===== src/rtl/enc_pkg.sv =====
`default_nettype none
// ============================================================================
// Module      : enc_pkg
// Description : Shared widths and FSM state type for the sequential
//               8-to-3 priority encoder.
//               VEC_W  - width of the request vector
//               IDX_W  - width of a bit index into the vector
//               state_e - IDLE (ready for a vector) / BUSY (emitting beats)
// Revision    : 1.0 - initial release
// ============================================================================
package enc_pkg;

    localparam int VEC_W = 8;
    localparam int IDX_W = 3;

    typedef enum logic [0:0] {
        IDLE = 1'b0,
        BUSY = 1'b1
    } state_e;

    // One-hot mask selecting bit 'idx' of a VEC_W-wide vector.
    function automatic logic [VEC_W-1:0] idx_mask(input logic [IDX_W-1:0] idx);
        logic [VEC_W-1:0] m;
        m      = '0;
        m[idx] = 1'b1;
        return m;
    endfunction

endpackage : enc_pkg
`default_nettype wire


===== src/rtl/pri_sel_8to3.sv =====
`default_nettype none
// ============================================================================
// Module      : pri_sel_8to3
// Description : Purely combinational priority selector. Returns the index of
//               the highest (msb_first_i=1) or lowest (msb_first_i=0) set bit
//               of vec_i, plus flags telling whether any bit is set and
//               whether exactly one bit is set.
// Ports       : vec_i       - vector to examine
//               msb_first_i - search direction (1 = highest index wins)
//               idx_o       - selected index (0 when vec_i is all zero)
//               any_o       - at least one bit of vec_i is set
//               one_o       - exactly one bit of vec_i is set
// Revision    : 1.0 - initial release
// ============================================================================
module pri_sel_8to3
    import enc_pkg::*;
(
    input  logic [VEC_W-1:0] vec_i,
    input  logic             msb_first_i,
    output logic [IDX_W-1:0] idx_o,
    output logic             any_o,
    output logic             one_o
);

    logic [IDX_W-1:0] w_idx_hi;
    logic [IDX_W-1:0] w_idx_lo;

    // Highest set bit: ascending scan, last hit wins.
    always_comb begin
        w_idx_hi = '0;
        for (int i = 0; i < VEC_W; i++) begin
            if (vec_i[i]) begin
                w_idx_hi = IDX_W'(i);
            end
        end
    end

    // Lowest set bit: descending scan, last hit wins.
    always_comb begin
        w_idx_lo = '0;
        for (int i = VEC_W - 1; i >= 0; i--) begin
            if (vec_i[i]) begin
                w_idx_lo = IDX_W'(i);
            end
        end
    end

    assign idx_o = msb_first_i ? w_idx_hi : w_idx_lo;
    assign any_o = |vec_i;
    // Clearing the lowest set bit leaves zero only for a one-hot vector.
    assign one_o = any_o && ((vec_i & (vec_i - VEC_W'(1))) == '0);

endmodule : pri_sel_8to3
`default_nettype wire


===== src/rtl/encoder_8to3_seq.sv =====
`default_nettype none
// ============================================================================
// Module      : encoder_8to3_seq
// Description : Sequential 8-to-3 encoder. Accepts a request vector through a
//               valid/ready handshake and emits one index beat per set bit, in
//               priority order, through a second valid/ready handshake.
// Parameters  : MSB_FIRST - 1: highest set index first, 0: lowest first
// Ports       : clk       - clock, rising edge
//               rst_n     - synchronous active-low reset
//               in_valid  - D holds a vector
//               in_ready  - block can accept a vector (IDLE)
//               D         - request vector
//               out_valid - Y holds a valid index (BUSY)
//               out_ready - consumer takes Y this cycle
//               Y         - current index
//               out_last  - Y is the final index of the vector
//               none      - one-cycle pulse after an all-zero vector is taken
// Revision    : 1.0 - initial release
// ============================================================================
module encoder_8to3_seq
    import enc_pkg::*;
#(
    parameter bit MSB_FIRST = 1'b1
) (
    input  logic             clk,
    input  logic             rst_n,
    input  logic             in_valid,
    output logic             in_ready,
    input  logic [VEC_W-1:0] D,
    output logic             out_valid,
    input  logic             out_ready,
    output logic [IDX_W-1:0] Y,
    output logic             out_last,
    output logic             none
);

    // ------------------------------------------------------------------
    // State
    // ------------------------------------------------------------------
    state_e           state_q, state_d;
    logic [VEC_W-1:0] p_q, p_d;
    logic [IDX_W-1:0] y_q, y_d;
    logic             last_q, last_d;
    logic             none_q, none_d;

    logic             w_accept;
    logic             w_transfer;
    logic [IDX_W-1:0] w_sel_idx;
    logic             w_sel_any;
    logic             w_sel_one;

    assign w_accept   = in_valid  && (state_q == IDLE);
    assign w_transfer = out_ready && (state_q == BUSY);

    // ------------------------------------------------------------------
    // Next pending vector and next FSM state
    // ------------------------------------------------------------------
    always_comb begin
        p_d     = p_q;
        state_d = state_q;
        none_d  = 1'b0;
        case (state_q)
            IDLE: begin
                if (w_accept) begin
                    if (D != '0) begin
                        p_d     = D;
                        state_d = BUSY;
                    end else begin
                        // Empty vector: report it, stay idle, no beat.
                        none_d  = 1'b1;
                    end
                end
            end
            BUSY: begin
                if (w_transfer) begin
                    p_d = p_q & ~idx_mask(y_q);
                    if (last_q) begin
                        state_d = IDLE;
                    end
                end
            end
            default: begin
                p_d     = '0;
                state_d = IDLE;
            end
        endcase
    end

    // The selector looks at the *next* pending vector so that Y and
    // out_last are registered and line up with the state they describe.
    pri_sel_8to3 u_pri_sel (
        .vec_i       (p_d),
        .msb_first_i (MSB_FIRST),
        .idx_o       (w_sel_idx),
        .any_o       (w_sel_any),
        .one_o       (w_sel_one)
    );

    // Y and out_last read zero whenever no beat is being offered.
    always_comb begin
        y_d    = '0;
        last_d = 1'b0;
        if (state_d == BUSY && w_sel_any) begin
            y_d    = w_sel_idx;
            last_d = w_sel_one;
        end
    end

    // ------------------------------------------------------------------
    // Registers
    // ------------------------------------------------------------------
    always_ff @(posedge clk) begin
        if (!rst_n) begin
            state_q <= IDLE;
            p_q     <= '0;
            y_q     <= '0;
            last_q  <= 1'b0;
            none_q  <= 1'b0;
        end else begin
            state_q <= state_d;
            p_q     <= p_d;
            y_q     <= y_d;
            last_q  <= last_d;
            none_q  <= none_d;
        end
    end

    // ------------------------------------------------------------------
    // Outputs: all derived from registered state only
    // ------------------------------------------------------------------
    assign in_ready  = (state_q == IDLE);
    assign out_valid = (state_q == BUSY);
    assign Y         = y_q;
    assign out_last  = last_q;
    assign none      = none_q;

endmodule : encoder_8to3_seq
`default_nettype wire


===== config.mk =====
export PLATFORM = sky130hd
export DESIGN_NAME = encoder_8to3_seq
export DESIGN_NICKNAME = d
export VERILOG_FILES = /design/src/rtl/enc_pkg.sv /design/src/rtl/pri_sel_8to3.sv /design/src/rtl/encoder_8to3_seq.sv
export SDC_FILE = /design/constraint.sdc
export NUM_CORES = 1
export LEC_CHECK = 0
export ABC_CLOCK_PERIOD_IN_PS = 5300
export BUFFER_PORTS_ARGS = -buffer_cell sky130_fd_sc_hd__buf_2
export CAP_MARGIN = 30
export CORE_MARGIN = 10
export CORE_UTILIZATION = 50
export DETAILED_ROUTE_END_ITERATION = 8
export PLACE_DENSITY_LB_ADDON = 0.05
export SYNTH_ARGS = -nofsm -noshare
export SYNTH_HDL_FRONTEND = slang
export SYNTH_SLANG_ARGS = --single-unit

===== constraint.sdc =====
create_clock -name clk -period 5.3 [get_ports clk]
set_input_delay 0.795 -clock clk [delete_from_list [all_inputs] [get_ports clk]]
set_output_delay 0.795 -clock clk [all_outputs]
set_load 0.02 [all_outputs]

==> flow_summary_export.csv <==
group,metric,value,unit
outcome,outcome,"complete, no violations",
power,powerDensity,289,nW/µm²
power,leakagePower,0.361,nW
logic_synthesis,yosysTopAreaCell,"dfxtp_1",
logic_synthesis,synth.area.top_cells,"dfxtp_1 (37%), and2_1 (6.6%), nor4_4 (5.6%), o21ai_0 (5.2%), nand2_1 (3.9%)",
setup_path,cp.arrival,2.83,ns
logic_synthesis,yosys.cell_count.top_type,"dfxtp_1",
clock_tree,ctsHoldBuffers,0,
timing,clock_skew,0.00669,ns
timing,period_share,49.0,%
finish,multi_input_area,468,µm²
drt,drtIter0Drc,15,
setup_path,startpoint_type,"input port",
placed_design,place.gp.congestion,0.819,
floorplanning,start_util,51.9,%
setup_path,critPathKind,"input port to flip-flop",
timing,period_needed,2.60,ns
clock_tree,numCtsBuffers,3,
global_routing,grt_max_degree,13,
drt,first_pass_iters,4,
clock_tree,htree_levels,1,
floorplanning,core_area,1470,µm²
drt,drt_wl_total,1940,µm
global_routing,gr-total-overflow,0,
setup_path,cp_max_fo,12,
logic_synthesis,synthesis.area,763,µm²
clock_tree,clk_pin_slew,0.09,ns
clock_tree,clk_latency,0.30,ns
logic_synthesis,ys_top_cells_by_count,"dfxtp_1 (14), and2_1 (8), nand2_1 (8), o21ai_0 (8)",
global_routing,track_usage,11.7,%
finish,regArea,280,µm²
setup_path,end_kind,"flip-flop",
finish,final_util,61.6,%
global_routing,grt_pass1_wl,3220,µm
logic_synthesis,yosysSeqAreaShare,36.7,%
setup_path,worstPathRequired,5.54,ns
clock_tree,cts_setup_buffers,0,
power,peakVddDrop,0.000211,V
clock_tree,clock_sinks,14,
timing,slew_headroom,53.5,%
clock_tree,clockRootBuffer,"clkbuf_4",
logic_synthesis,syn_avg_cell_area,8.87,µm²
global_routing,first_global_vias,735,
timing,setup-tns-final,0,ns
logic_synthesis,synth_top_flop_cell,"dfxtp_1",
finish,drive_above_1_share,29.9,%
floorplanning,die_h,59.1,µm
logic_synthesis,yosysWarnings,0,
logic_synthesis,synth_edf_count,0,
drt,num_vias,717,
logic_synthesis,synth_nets,98,
logic_synthesis,synth_cells,86,
drt,vias_per_cell,5.83,
logic_synthesis,synthArstFlopShare,0,%
drt,ant_nets,0,
global_routing,antenna_found_initial,0,
placed_design,portBuffers,18,
finish,n_fill_cell,155,
timing,setup_violations,0,
clock_tree,cts_tree,"yes",
logic_synthesis,synth_top_area_share,36.7,%
placed_design,hpwl,1560,µm
finish,synthToLayoutAreaGrowth,18.7,%
min_path,min_path_type,"flip-flop to flip-flop",
timing,hold_viol,0,
floorplanning,io_pins,19,
clock_tree,clockBufferDepth,2,
floorplanning,dieArea,3490,µm²
finish,antennaDiodeCount,0,
floorplanning,fp.dieW,59.1,µm
logic_synthesis,synth_seq_cells,14,
drt,drc,0,
job,drv_cap,0,
timing,worstMarginPinSlew,0.691,ns
floorplanning,std_cell_rows,14,
drt,avgRoutedWirePerCell,15.7,µm
timing,max_freq,385,MHz
timing,rsz0062_at_grt,"false",
finish,nets,120,
logic_synthesis,synth_cell_types,33,
clock_tree,cts-resized-gates,0,
timing,maxSlewViolCount,0,
-- routing by layer --
metal / wire (µm) / vias to the layer above / global-route usage [%] / share of wire [%]
met5: 0 / - / 0 / 0
met4: 30 / 0 / 4.92 / 1.5
met3: 181 / 5 / 5.15 / 9.3
met2: 906 / 18 / 18.8 / 47
met1: 819 / 331 / 13.0 / 42
li1: - / 363 / - / -
-- per-stage QoR --
step                hold WS, ns  power [W]  cells  worst slack (ns)  cell area, µm²
finish                    0.677   0.000261    123              2.70             906
global route              0.711   0.000273    123              2.43             906
CTS                       0.682   0.000260    123              2.71             906
detailed placement        0.670   0.000183    119              2.41             870
global placement          0.662   0.000181    119              2.49             870
floorplan                 0.614   0.000162     86              3.08             763
-- placed cells by master (no fill, tap or decap), types with 2 or more instances in the layout --
cell and instances:
buf_2 18, nand2_1 8, nor2_1 4, nand3_1 2
nand2b_1 2, o21ai_1 3, a31oi_1 2, inv_1 3
nor4_4 2, clkbuf_4 3, o31ai_1 2, o21ai_0 8
nor3_1 2, o21ai_2 2, and2_1 8, a21oi_1 4
dfxtp_1 14, nand4_1 2, a21boi_0 2
-- cell type report --
| class | instances | area share, % |
|---|---|---|
| timing repair buffer | 18 | 9.94 |
| clock buffer | 4 | 4.01 |
| tap | 16 | 2.21 |
| inverter | 3 | 1.24 |
| multi-input combinational | 68 | 51.7 |
| sequential | 14 | 30.9 |
-- state kept, by name, indices dropped and copies added, names as in the netlist --
register / cells
out_valid: 1
none: 1
Y: 3
out_last: 1
p_q: 8
-- report_power, final --
group | switching, W | total (W) | leakage (nW) | internal, W
Clock | 0.0000387 | 0.0000807 | 0.0210 | 0.0000420
Sequential | 0.00000487 | 0.000117 | 0.115 | 0.000112
Combinational | 0.0000393 | 0.0000634 | 0.225 | 0.0000241
Total | 0.0000829 | 0.000261 | 0.361 | 0.000179
-- logic make-up (layout without fill, tap and decap cells) --
logic type | count (synthesis) | in the layout | share of synthesized area, %
compound gates | 31 | 31 | 30.2
buf+inv | 4 | 25 | 1.97
fa+ha+maj | 1 | 1 | 1.31
flops | 14 | 14 | 36.7
simple gates | 36 | 36 | 29.8
-- worst paths after layout --
check                             end  cells after the start  slack, ns            startpoint
setup / recovery  out_last$_SDFF_PN0_                      7       2.70              in_valid
hold / removal      p_q[0]$_SDFF_PN0_                      3       0.68     p_q[0]$_SDFF_PN0_
setup reg to reg  out_last$_SDFF_PN0_                      6       2.89  out_valid$_SDFF_PN0_
hold reg to reg     p_q[0]$_SDFF_PN0_                      3       0.68     p_q[0]$_SDFF_PN0_
-- critical path: stages --
cell and delay, ns:
buf_2 0.09, nor2b_1 0.56, a21boi_4 0.42, o21ai_0 0.32, a2111oi_2 0.42, a31oi_1 0.07, a31oi_1 0.17
Note: power is estimated with default switching activity, not from simulation.
